File: config.mk
export PLATFORM = sky130hd
export DESIGN_NAME = instr_decode_pipe
export DESIGN_NICKNAME = d
export VERILOG_FILES = /design/src/rtl/mips_pkg.sv /design/src/rtl/instr_field_decode.sv /design/src/rtl/instr_decode_pipe.sv
export SDC_FILE = /design/constraint.sdc
export NUM_CORES = 1
export LEC_CHECK = 0
export CORE_MARGIN = 2
export CORE_UTILIZATION = 45
export CTS_CLUSTER_DIAMETER = 50
export DETAILED_ROUTE_END_ITERATION = 8
export PLACE_DENSITY = 0.84
export REMOVE_ABC_BUFFERS = 1
export SLEW_MARGIN = 25
export SYNTH_ARGS = -nofsm -noshare
export SYNTH_HDL_FRONTEND = slang
export SYNTH_SLANG_ARGS = --single-unit
File: constraint.sdc
create_clock -name clk -period 13.6 [get_ports clk]
set_input_delay 1.36 -clock clk [delete_from_list [all_inputs] [get_ports clk]]
set_output_delay 1.36 -clock clk [all_outputs]
set_load 0.005 [all_outputs]
File: src/rtl/mips_pkg.sv
// Purpose: opcode, format and field-width definitions shared by the MIPS decode path.
// Latency: none; constants, types and one helper function only.
// Backpressure: not applicable.
package mips_pkg;

    localparam int OP_W    = 6;
    localparam int REG_W   = 5;
    localparam int SHAMT_W = 5;
    localparam int FUNCT_W = 6;
    localparam int FMT_W   = 2;
    localparam int IMM_W   = 16;
    localparam int JIDX_W  = 26;

    localparam logic [OP_W-1:0] OP_RTYPE = 6'h00;
    localparam logic [OP_W-1:0] OP_J     = 6'h02;
    localparam logic [OP_W-1:0] OP_JAL   = 6'h03;
    localparam logic [OP_W-1:0] OP_BEQ   = 6'h04;  // first of the branch/ALU-immediate block
    localparam logic [OP_W-1:0] OP_ANDI  = 6'h0C;
    localparam logic [OP_W-1:0] OP_ORI   = 6'h0D;
    localparam logic [OP_W-1:0] OP_XORI  = 6'h0E;
    localparam logic [OP_W-1:0] OP_LUI   = 6'h0F;  // last of the branch/ALU-immediate block
    localparam logic [OP_W-1:0] OP_LB    = 6'h20;  // first load/store opcode
    localparam logic [OP_W-1:0] OP_SW    = 6'h2B;  // last load/store opcode

    localparam logic [FMT_W-1:0] FMT_R   = 2'b00;
    localparam logic [FMT_W-1:0] FMT_I   = 2'b01;
    localparam logic [FMT_W-1:0] FMT_J   = 2'b10;
    localparam logic [FMT_W-1:0] FMT_ILL = 2'b11;

    // XLEN-independent part of a decoded entry.
    typedef struct packed {
        logic [OP_W-1:0]    op;
        logic [REG_W-1:0]   rs;
        logic [REG_W-1:0]   rt;
        logic [REG_W-1:0]   rd;
        logic [SHAMT_W-1:0] shamt;
        logic [FUNCT_W-1:0] funct;
        logic [FMT_W-1:0]   fmt;
        logic               illegal;
    } dec_fields_t;

    function automatic logic is_itype(input logic [OP_W-1:0] op);
        return ((op >= OP_BEQ) && (op <= OP_LUI)) || ((op >= OP_LB) && (op <= OP_SW));
    endfunction

endpackage

File: src/rtl/instr_field_decode.sv
// Purpose: split a MIPS instruction into fields, classify R/I/J, extend immediate, form jump target.
// Latency: combinational, zero cycles.
// Backpressure: none; the parent decides when the result is captured.
// Ports: instr/pc in; fields (op..illegal), imm_ext and jaddr out.
module instr_field_decode
    import mips_pkg::*;
#(
    parameter int XLEN     = 32,
    parameter int SIGN_EXT = 1
) (
    input  logic [31:0]     instr,
    input  logic [XLEN-1:0] pc,
    output dec_fields_t     fields,
    output logic [XLEN-1:0] imm_ext,
    output logic [XLEN-1:0] jaddr
);

    logic [OP_W-1:0]  op;
    logic [IMM_W-1:0] imm;
    logic             pc_unused;

    assign op  = instr[31:26];
    assign imm = instr[15:0];
    // Only the region bits of the PC feed the jump target.
    assign pc_unused = ^pc[27:0];

    always_comb begin
        // Fields pass through raw; each format then zeroes what it does not own.
        fields.op      = op;
        fields.rs      = instr[25:21];
        fields.rt      = instr[20:16];
        fields.rd      = instr[15:11];
        fields.shamt   = instr[10:6];
        fields.funct   = instr[5:0];
        fields.fmt     = FMT_ILL;
        fields.illegal = 1'b1;
        imm_ext        = '0;
        jaddr          = '0;

        if (op == OP_RTYPE) begin
            fields.fmt     = FMT_R;
            fields.illegal = 1'b0;
        end else if ((op == OP_J) || (op == OP_JAL)) begin
            fields.fmt     = FMT_J;
            fields.illegal = 1'b0;
            fields.rs      = '0;
            fields.rt      = '0;
            fields.rd      = '0;
            fields.shamt   = '0;
            fields.funct   = '0;
            jaddr          = {pc[XLEN-1:28], instr[JIDX_W-1:0], 2'b00};
        end else if (is_itype(op)) begin
            fields.fmt     = FMT_I;
            fields.illegal = 1'b0;
            fields.rd      = '0;
            fields.shamt   = '0;
            fields.funct   = '0;
            if ((op == OP_ANDI) || (op == OP_ORI) || (op == OP_XORI)) begin
                // Logical immediates are always unsigned.
                imm_ext = XLEN'(imm);
            end else if (op == OP_LUI) begin
                imm_ext = XLEN'({imm, 16'h0000});
            end else if (SIGN_EXT != 0) begin
                imm_ext = {{(XLEN-IMM_W){imm[IMM_W-1]}}, imm};
            end else begin
                imm_ext = XLEN'(imm);
            end
        end
    end

endmodule

File: src/rtl/instr_decode_pipe.sv
// Purpose: decode MIPS instructions at push and buffer them in a FIFO_DEPTH-entry queue.
// Latency: one cycle from an accepted input to out_valid when the queue was empty.
// Backpressure: in_ready drops when the queue is full; no pass-through, flush drops everything.
// Ports: clk/reset/flush; in_valid/in_ready/in_instr/in_pc; out_valid/out_ready with the
//        decoded head fields (op..illegal, imm_ext, jaddr); dec_count counts pops.
module instr_decode_pipe
    import mips_pkg::*;
#(
    parameter int XLEN       = 32,
    parameter int FIFO_DEPTH = 2,
    parameter int SIGN_EXT   = 1,
    parameter int CNT_W      = 16
) (
    input  logic                clk,
    input  logic                reset,
    input  logic                flush,
    input  logic                in_valid,
    output logic                in_ready,
    input  logic [31:0]         in_instr,
    input  logic [XLEN-1:0]     in_pc,
    output logic                out_valid,
    input  logic                out_ready,
    output logic [OP_W-1:0]     op,
    output logic [REG_W-1:0]    rs,
    output logic [REG_W-1:0]    rt,
    output logic [REG_W-1:0]    rd,
    output logic [SHAMT_W-1:0]  shamt,
    output logic [FUNCT_W-1:0]  funct,
    output logic [FMT_W-1:0]    fmt,
    output logic [XLEN-1:0]     imm_ext,
    output logic [XLEN-1:0]     jaddr,
    output logic                illegal,
    output logic [CNT_W-1:0]    dec_count
);

    localparam int PTR_W = (FIFO_DEPTH > 1) ? $clog2(FIFO_DEPTH) : 1;
    localparam int CW    = $clog2(FIFO_DEPTH + 1);
    localparam logic [PTR_W-1:0] LAST_PTR = PTR_W'(FIFO_DEPTH - 1);
    localparam logic [CW-1:0]    FULL_CNT = CW'(FIFO_DEPTH);

    dec_fields_t     dec_f;
    logic [XLEN-1:0] dec_imm;
    logic [XLEN-1:0] dec_jaddr;

    dec_fields_t     mem_f     [FIFO_DEPTH];
    logic [XLEN-1:0] mem_imm   [FIFO_DEPTH];
    logic [XLEN-1:0] mem_jaddr [FIFO_DEPTH];

    logic [PTR_W-1:0] wr_ptr, rd_ptr;
    logic [CW-1:0]    count;
    logic             push, pop;
    dec_fields_t      head_f;

    instr_field_decode #(.XLEN(XLEN), .SIGN_EXT(SIGN_EXT)) u_dec (
        .instr   (in_instr),
        .pc      (in_pc),
        .fields  (dec_f),
        .imm_ext (dec_imm),
        .jaddr   (dec_jaddr)
    );

    assign in_ready  = (count < FULL_CNT);
    assign out_valid = (count != '0);
    assign push      = in_valid && in_ready;
    assign pop       = out_valid && out_ready;

    // Storage needs no reset: the head is masked while the queue is empty.
    always_ff @(posedge clk) begin
        if (push && !flush) begin
            mem_f[wr_ptr]     <= dec_f;
            mem_imm[wr_ptr]   <= dec_imm;
            mem_jaddr[wr_ptr] <= dec_jaddr;
        end
    end

    always_ff @(posedge clk or posedge reset) begin
        if (reset) begin
            wr_ptr    <= '0;
            rd_ptr    <= '0;
            count     <= '0;
            dec_count <= '0;
        end else if (flush) begin
            wr_ptr <= '0;
            rd_ptr <= '0;
            count  <= '0;
        end else begin
            // Pointers wrap at FIFO_DEPTH, which need not be a power of two.
            if (push) begin
                wr_ptr <= (wr_ptr == LAST_PTR) ? '0 : wr_ptr + PTR_W'(1);
            end
            if (pop) begin
                rd_ptr    <= (rd_ptr == LAST_PTR) ? '0 : rd_ptr + PTR_W'(1);
                dec_count <= dec_count + CNT_W'(1);
            end
            case ({push, pop})
                2'b10:   count <= count + CW'(1);
                2'b01:   count <= count - CW'(1);
                default: count <= count;
            endcase
        end
    end

    assign head_f  = out_valid ? mem_f[rd_ptr] : '0;
    assign imm_ext = out_valid ? mem_imm[rd_ptr] : '0;
    assign jaddr   = out_valid ? mem_jaddr[rd_ptr] : '0;
    assign op      = head_f.op;
    assign rs      = head_f.rs;
    assign rt      = head_f.rt;
    assign rd      = head_f.rd;
    assign shamt   = head_f.shamt;
    assign funct   = head_f.funct;
    assign fmt     = head_f.fmt;
    assign illegal = head_f.illegal;

endmodule
==> results of run 1 <==
per-stage QoR:
stage	power, mW	area (um^2)	setup slack (ps)
6_report	1.56	11600	8980
5_1_grt	1.63	11600	8770
3_5_place_dp	0.977	10800	9480
4_1_cts	1.58	11600	8920
2_1_floorplan	0.883	8850	4310
3_3_place_gp	0.969	10800	9470
registers in the layout (all words and copies together), names as in the netlist:
signal	flops
count	2
dec_count	16
mem_f	70
mem_imm	64
mem_jaddr	60
rd_ptr	1
wr_ptr	1
layer usage:
metal  vias up  global-route usage (%)  part of all wire, %
met3        27                    3.86                  6.3
met4         0                    4.56                  1.5
met5         -                       0                    0
met1      2696                    22.6                   43
li1       2540                       -                    -
met2       179                    29.9                   50
layout make-up:
| cell class | instances | area, um^2 |
|---|---|---|
| clock buffer | 30 | 676 |
| inverter | 4 | 15.0 |
| sequential | 214 | 6330 |
| fill | 1513 | 8020 |
| tap | 265 | 332 |
| timing repair buffer | 162 | 1610 |
| clock inverter | 14 | 76.3 |
| multi-input combinational | 360 | 2530 |
| antenna | 1 | 2.50 |
logic make-up (layout without fill, tap and decap cells):
| family | count (synthesis) | count (layout) |
|---|---|---|
| and+or+nand+nor | 212 | 212 |
| other | 1 | 3 |
| DFF | 214 | 214 |
| AOI/OAI and AO/OA | 29 | 29 |
| xor gates and xnor gates | 17 | 17 |
| muxes | 99 | 99 |
| buffers and inverters | 39 | 210 |
| adders and majority gates | 1 | 1 |
where the power goes:
group | switching, mW | total, mW | leakage, nW | internal [mW]
Combinational | 0.0876 | 0.188 | 1.62 | 0.100
Clock | 0.246 | 0.599 | 0.371 | 0.353
Sequential | 0.0235 | 0.774 | 2.14 | 0.750
Total | 0.357 | 1.56 | 4.12 | 1.20
worst max path at each step:
stage	slack, ps	cells after the start	startpoint	endpoint
final	8980	4	rd_ptr$_DFFE_PP0P_	imm_ext[8]
after global routing	8770	4	rd_ptr$_DFFE_PP0P_	rd[4]
after CTS	8920	4	rd_ptr$_DFFE_PP0P_	imm_ext[8]
after detailed placement	9480	4	rd_ptr$_DFFE_PP0P_	imm_ext[8]
after global placement	9470	4	rd_ptr$_DFFE_PP0P_	imm_ext[8]
after floorplan	4310	2	in_valid	mem_f[1][0]$_DFFE_PP_
layout by cell type (no fill, tap or decap), drive strengths merged, types with 4 or more instances in the layout:
cell,synthesis,routed
clkbuf,15,30
and2,33,33
xor2,5,5
clkdlybuf4s50,0,154
nand3,4,4
mux2i,98,98
clkinv,0,11
edfxtp,194,194
buf,20,8
xnor2,12,12
inv,4,6
nand2,8,8
o21ai,5,5
dfrtp,20,20
nand4,6,6
nor2b,14,14
o21a,16,16
and3,34,34
nor2,104,104
worst register-to-register path: stages (launching register included):
cell     delay [ps]
dfrtp_1         450
inv_1           100
nand2_1         170
nor3b_2         260
buf_4           760
==> metrics.md, run 1 <==
| Metric | Value |
|---|---|
| Status | `completed` |
| Synth Area in Simple Gates | `12.6%` |
| Fmax achieved | `0.216 GHz` |
| Hold Path Origin | `dec_count[15]$_DFFE_PP0P_` |
| Max Root-Sink Buffers | `3` |
| Worst rel slew slack | `36.1%` |
| Adder-cell share of the synthesized area | `0.139%` |
| Final setup fails | `0` |
| Yosys reg bits | `214` |
| Worst R2R Setup Slack | `11420 ps` |
| Setup CP Type | `reg -> out` |
| Syn Inst Count | `612` |
| CTS Buf Count | `24` |
| RePlAce Congestion | `0.720` |
| Ports | `186` |
| Leading post-synthesis cells by cell area | `edfxtp_1 (65%), mux2i_1 (11%), dfrtp_1 (5.5%)` |
| Placed Cells | `1005` |
| Period utilization | `34.0%` |
| Critical R2R Capture | `mem_f[1][15]$_DFFE_PP_` |
| Final Core Density | `59.1%` |
| DR DRC count | `0` |
| Initial antenna violation count | `0` |
| Slowest Stage Delay on Critical Path | `1010 ps` |
| Hold Path Sink | `dec_count[15]$_DFFE_PP0P_` |
| 1st-pass router iterations | `5` |
| Slew @ Worst Pin | `959 ps` |
| Core area | `19600 um^2` |
| Leakage power | `4.12 nW` |
| Fin crit period | `4620 ps` |
| Row count | `51` |
| Setup crit start kind | `flop` |
| Critical R2R Launch | `count[1]$_DFFE_PP0P_` |
| Yosys top cell by area | `edfxtp_1` |
| Largest family of logic cells by synthesized area | `simple AND/OR/NAND/NOR gates` |
| Clk Latency, worst-skew pair | `490 ps` |
| Synth Area in Compound Gates | `2.39%` |
| Crit-path max FO | `51` |
| WL per Instance | `17.8 um` |
| Clock sinks | `214` |
| Die width | `146 um` |
| H-tree levels | `1` |
| Remaining antenna violation count after routing | `0` |
| Hold Path Class | `reg -> reg` |
| Setup TNS | `0 ps` |
| R2R cell count | `4` |
| Share of cells above drive strength 1 | `9.57%` |
| Initial core utilization | `46.1%` |
| Crit path max-delay family | `buffers and inverters` |
| Synth warnings | `0` |
| Seq/Total Area, Yosys | `70.1%` |
| Pwr dens | `135 nW/um^2` |
| HPWL after DPL | `11300 um` |
| Mux cell area share after synthesis | `11.0%` |
| CP bufs+invs | `2` |
| Vias in the first global route | `5580` |
| Number of vias per cell | `5.18` |
| Post-synthesis async set-or-reset flop share | `9.35%` |
| Hold Slack | `505 ps` |
| Worst EP arrival | `3260 ps` |
| Synth top area share | `64.6%` |
| Final WL | `18700 um` |
| CTS tree | `done` |
| First-pass GRT wire length | `29600 um` |
| Post-Layout Cell Count | `1050` |
| Top_reg_cell synth | `edfxtp_1` |
| CTS Hold Bufs | `0` |
| CTS Root Cell | `clkbuf_16` |
| Cell Chain, Critical Path | `buf_4, mux2i_1, nor2_1, clkdlybuf4s50_1` |
| DRT iter0 DRCs | `286` |
| GRT Util Overall | `17.4%` |
| Post-synth cell types | `44` |
| RSZ-0062 raised after global routing | `no` |
| Die Y | `146 um` |
| Hold Path Depth | `1` |
| Final nets | `836` |
| Setup crit end kind | `primary output` |
| Maximum VDD drop | `0.0000826 V` |
| Slew Viols, Final | `0` |
| Final hold violations | `0` |
| Die area | `21200 um^2` |
| Post-Synth XOR/XNOR Area | `1.65%` |
| Grt ovf | `0` |
| Syn_area_per_cell | `14.7 um^2` |
| CP max-delay cell | `dfrtp_4` |
| Setup Skew | `7.80 ps` |
| Syn-to-layout area delta | `28.2%` |
| Post-cts resize count | `0` |
| Worst-path clk slew | `60 ps` |
| Maximum number of pins on one net before global-route repair | `69` |
| Postcts setup bufs | `0` |
| Synthesized area | `9020 um^2` |
| # Max-Cap Violations | `0` |
| Vias | `5442` |
| Count leader, synth | `edfxtp_1` |
| Port bufs | `155` |
| EDFF count, synth | `194` |
| Worst path required time | `12240 ps` |
| Synth top cells by count | `edfxtp_1 (194), nor2_1 (101), mux2i_1 (98), and3_1 (34), dfrtp_1 (20)` |
Note: power is estimated with default switching activity, not from simulation.
==> inputs of run 2 (changes only) <==
==> constraint.sdc (replaced) <==
create_clock -name clk -period 4.65 [get_ports clk]
set_input_delay 0.465 -clock clk [delete_from_list [all_inputs] [get_ports clk]]
set_output_delay 0.465 -clock clk [all_outputs]
set_load 0.005 [all_outputs]
==> metrics.md, run 2 (synthesis gave the netlist of run 1 again) <==
| Metric | Value |
|---|---|
| Worst rel slew slack | `39.3% (+3.2 points)` |
| DR DRC count | `0 (unchanged)` |
| DRT iter0 DRCs | `298 (+4.2%)` |
| CTS tree | `done` |
| CTS Root Cell | `clkbuf_16` |
| Clock sinks | `214 (unchanged)` |
| Grt ovf | `0 (unchanged)` |
| Most common cell after layout, fill and taps aside | `edfxtp_1` |
| Maximum VDD drop | `0.000252 V (+210%)` |
| # Max-Cap Violations | `0 (unchanged)` |
| Crit-path max FO | `36 (-29%)` |
| Share of cells above drive strength 1 | `9.45% (-0.12 points)` |
| RSZ-0062 raised after global routing | `no` |
| Cell Chain, Critical Path | `buf_4, mux2i_1, nor2_1, clkdlybuf4s50_1` |
| ANT cells | `0 (-1)` |
| GRT Util Overall | `17.4% (+0.035 points)` |
| Final hold violations | `0 (unchanged)` |
| Setup CP Type | `reg -> out` |
| Max Root-Sink Buffers | `3 (unchanged)` |
| Row count | `51 (unchanged)` |
| Port bufs | `155 (unchanged)` |
| Syn-to-layout area delta | `28.5%` |
| Die area | `21200 um^2 (unchanged)` |
| Ports | `186 (unchanged)` |
| Setup Skew | `12.5 ps (+4.72 ps)` |
| Critical R2R Launch | `count[1]$_DFFE_PP0P_` |
| Pwr dens | `397 nW/um^2 (+190%)` |
| HPWL after DPL | `11000 um (-2.5%)` |
| Critical R2R Capture | `mem_f[1][14]$_DFFE_PP_` |
| Largest regs | `mem_f: 70 flops, mem_imm: 64 flops, mem_jaddr: 60 flops` |
| CP startpoint | `rd_ptr$_DFFE_PP0P_` |
| Setup crit end kind | `primary output` |
| First-pass GRT wire length | `29600 um (unchanged)` |
| Vias in the first global route | `5685 (+1.9%)` |
| Fmax achieved | `0.336 GHz` |
| H-tree levels | `1 (unchanged)` |
| Post-cts resize count | `0 (unchanged)` |
| Final nets | `837 (+0.12%)` |
| Setup crit start kind | `flop` |
| Final setup fails | `0 (unchanged)` |
| Fin crit period | `2980 ps` |
| RePlAce Congestion | `0.702 (-2.4%)` |
| R2R cell count | `4 (unchanged)` |
| Worst-path clk slew | `60 ps (about the same)` |
| Final WL | `18500 um (-0.91%)` |
| Max reg flops | `70 (unchanged)` |
| Worst path required time | `4180 ps (-8060 ps)` |
| Largest register by flop count | `mem_f` |
| WL per Instance | `17.6 um (-0.72%)` |
| Place WS | `1940 ps (-7540 ps)` |
| Vias | `5422 (-0.37%)` |
| 1st-pass router iterations | `4 (-1)` |
| Slowest Stage Delay on Critical Path | `560 ps (-450 ps)` |
| CP max-delay cell | `buf_4` |
| CP bufs+invs | `2 (unchanged)` |
| Crit path max-delay family | `buffers and inverters` |
| WP depth | `4 (unchanged)` |
| Status | `completed` |
| Period utilization | `64.1%` |
| Initial antenna violation count | `0 (unchanged)` |
| CTS Buf Count | `24 (unchanged)` |
| Clk Latency, worst-skew pair | `500 ps (about the same)` |
| Worst R2R Setup Slack | `2500 ps (-8920 ps)` |
| Number of vias per cell | `5.17 (-0.18%)` |
| Hold Path Class | `in -> async` |
| Slew Viols, Final | `0 (unchanged)` |
| Remaining antenna violation count after routing | `0 (unchanged)` |
| Leakage power | `4.13 nW (+0.21%)` |
| Final Worst Setup Slack | `1670 ps (-7310 ps)` |
| Postcts setup bufs | `0 (unchanged)` |
| CTS Hold Bufs | `0 (unchanged)` |
| Die Y | `146 um (unchanged)` |
| Total power | `4.60 mW (+200%)` |
| Worst EP arrival | `2520 ps (-740 ps)` |
| Initial core utilization | `46.1% (unchanged)` |
| Slew @ Worst Pin | `910 ps (-48.5 ps)` |
| CP endpoint | `imm_ext[8]` |
| Most frequent cells in the layout | `edfxtp_1 (194), clkdlybuf4s50_1 (154), nor2_1 (100)` |
| Maximum number of pins on one net before global-route repair | `98 (+42%)` |
| Die width | `146 um (unchanged)` |
| Core area | `19600 um^2 (unchanged)` |
==> run 2: layer usage <==
metal / share of wire (%) / global-route usage, % / vias to the layer above / wire, um
met4: 1.8 / 5.05 / 0 / 327
li1: - / - / 2536 / -
met3: 6.0 / 3.57 / 27 / 1120
met2: 50 / 30.9 / 182 / 9250
met5: 0 / 0 / - / 0
met1: 42 / 21.7 / 2677 / 7800
==> run 2: area by class of cell <==
| class | instances | area [um^2] |
|---|---|---|
| fill | 1526 | 7990 |
| sequential | 214 | 6330 |
| multi-input combinational | 360 | 2530 |
| timing repair buffer | 163 | 1630 |
| clock buffer | 30 | 644 |
| tap | 265 | 332 |
| clock inverter | 12 | 116 |
| inverter | 4 | 15.0 |
==> run 2: worst min path at each step <==
stage	end	slack [ps]	startpoint	depth (start not counted)
floorplan	count[0]$_DFFE_PP0P_	430	reset	1
global placement	dec_count[15]$_DFFE_PP0P_	470	dec_count[15]$_DFFE_PP0P_	1
detailed placement	dec_count[15]$_DFFE_PP0P_	460	dec_count[15]$_DFFE_PP0P_	1
CTS	dec_count[14]$_DFFE_PP0P_	410	reset	2
global route	dec_count[14]$_DFFE_PP0P_	510	reset	2
finish	dec_count[14]$_DFFE_PP0P_	400	reset	2
==> run 2: stage by stage <==
stage | util [%] | cell area [um^2] | cells | TNS (ps) | hold slack (ps)
floorplan | - | 8850 | 578 | -681110 | 429
global placement | 55.3 | 10800 | 1006 | 0 | 471
detailed placement | 55.3 | 10800 | 1006 | 0 | 465
CTS | 59.2 | 11600 | 1048 | 0 | 411
global route | 59.2 | 11600 | 1048 | 0 | 510
finish | 59.2 | 11600 | 1048 | 0 | 404
==> run 2: power by group <==
| group | total (mW) | switching [mW] | leakage, nW | internal [mW] |
|---|---|---|---|---|
| Combinational | 0.563 | 0.271 | 1.62 | 0.292 |
| Sequential | 2.25 | 0.0514 | 2.14 | 2.19 |
| Clock | 1.80 | 0.704 | 0.373 | 1.09 |
| Total | 4.60 | 1.03 | 4.13 | 3.58 |
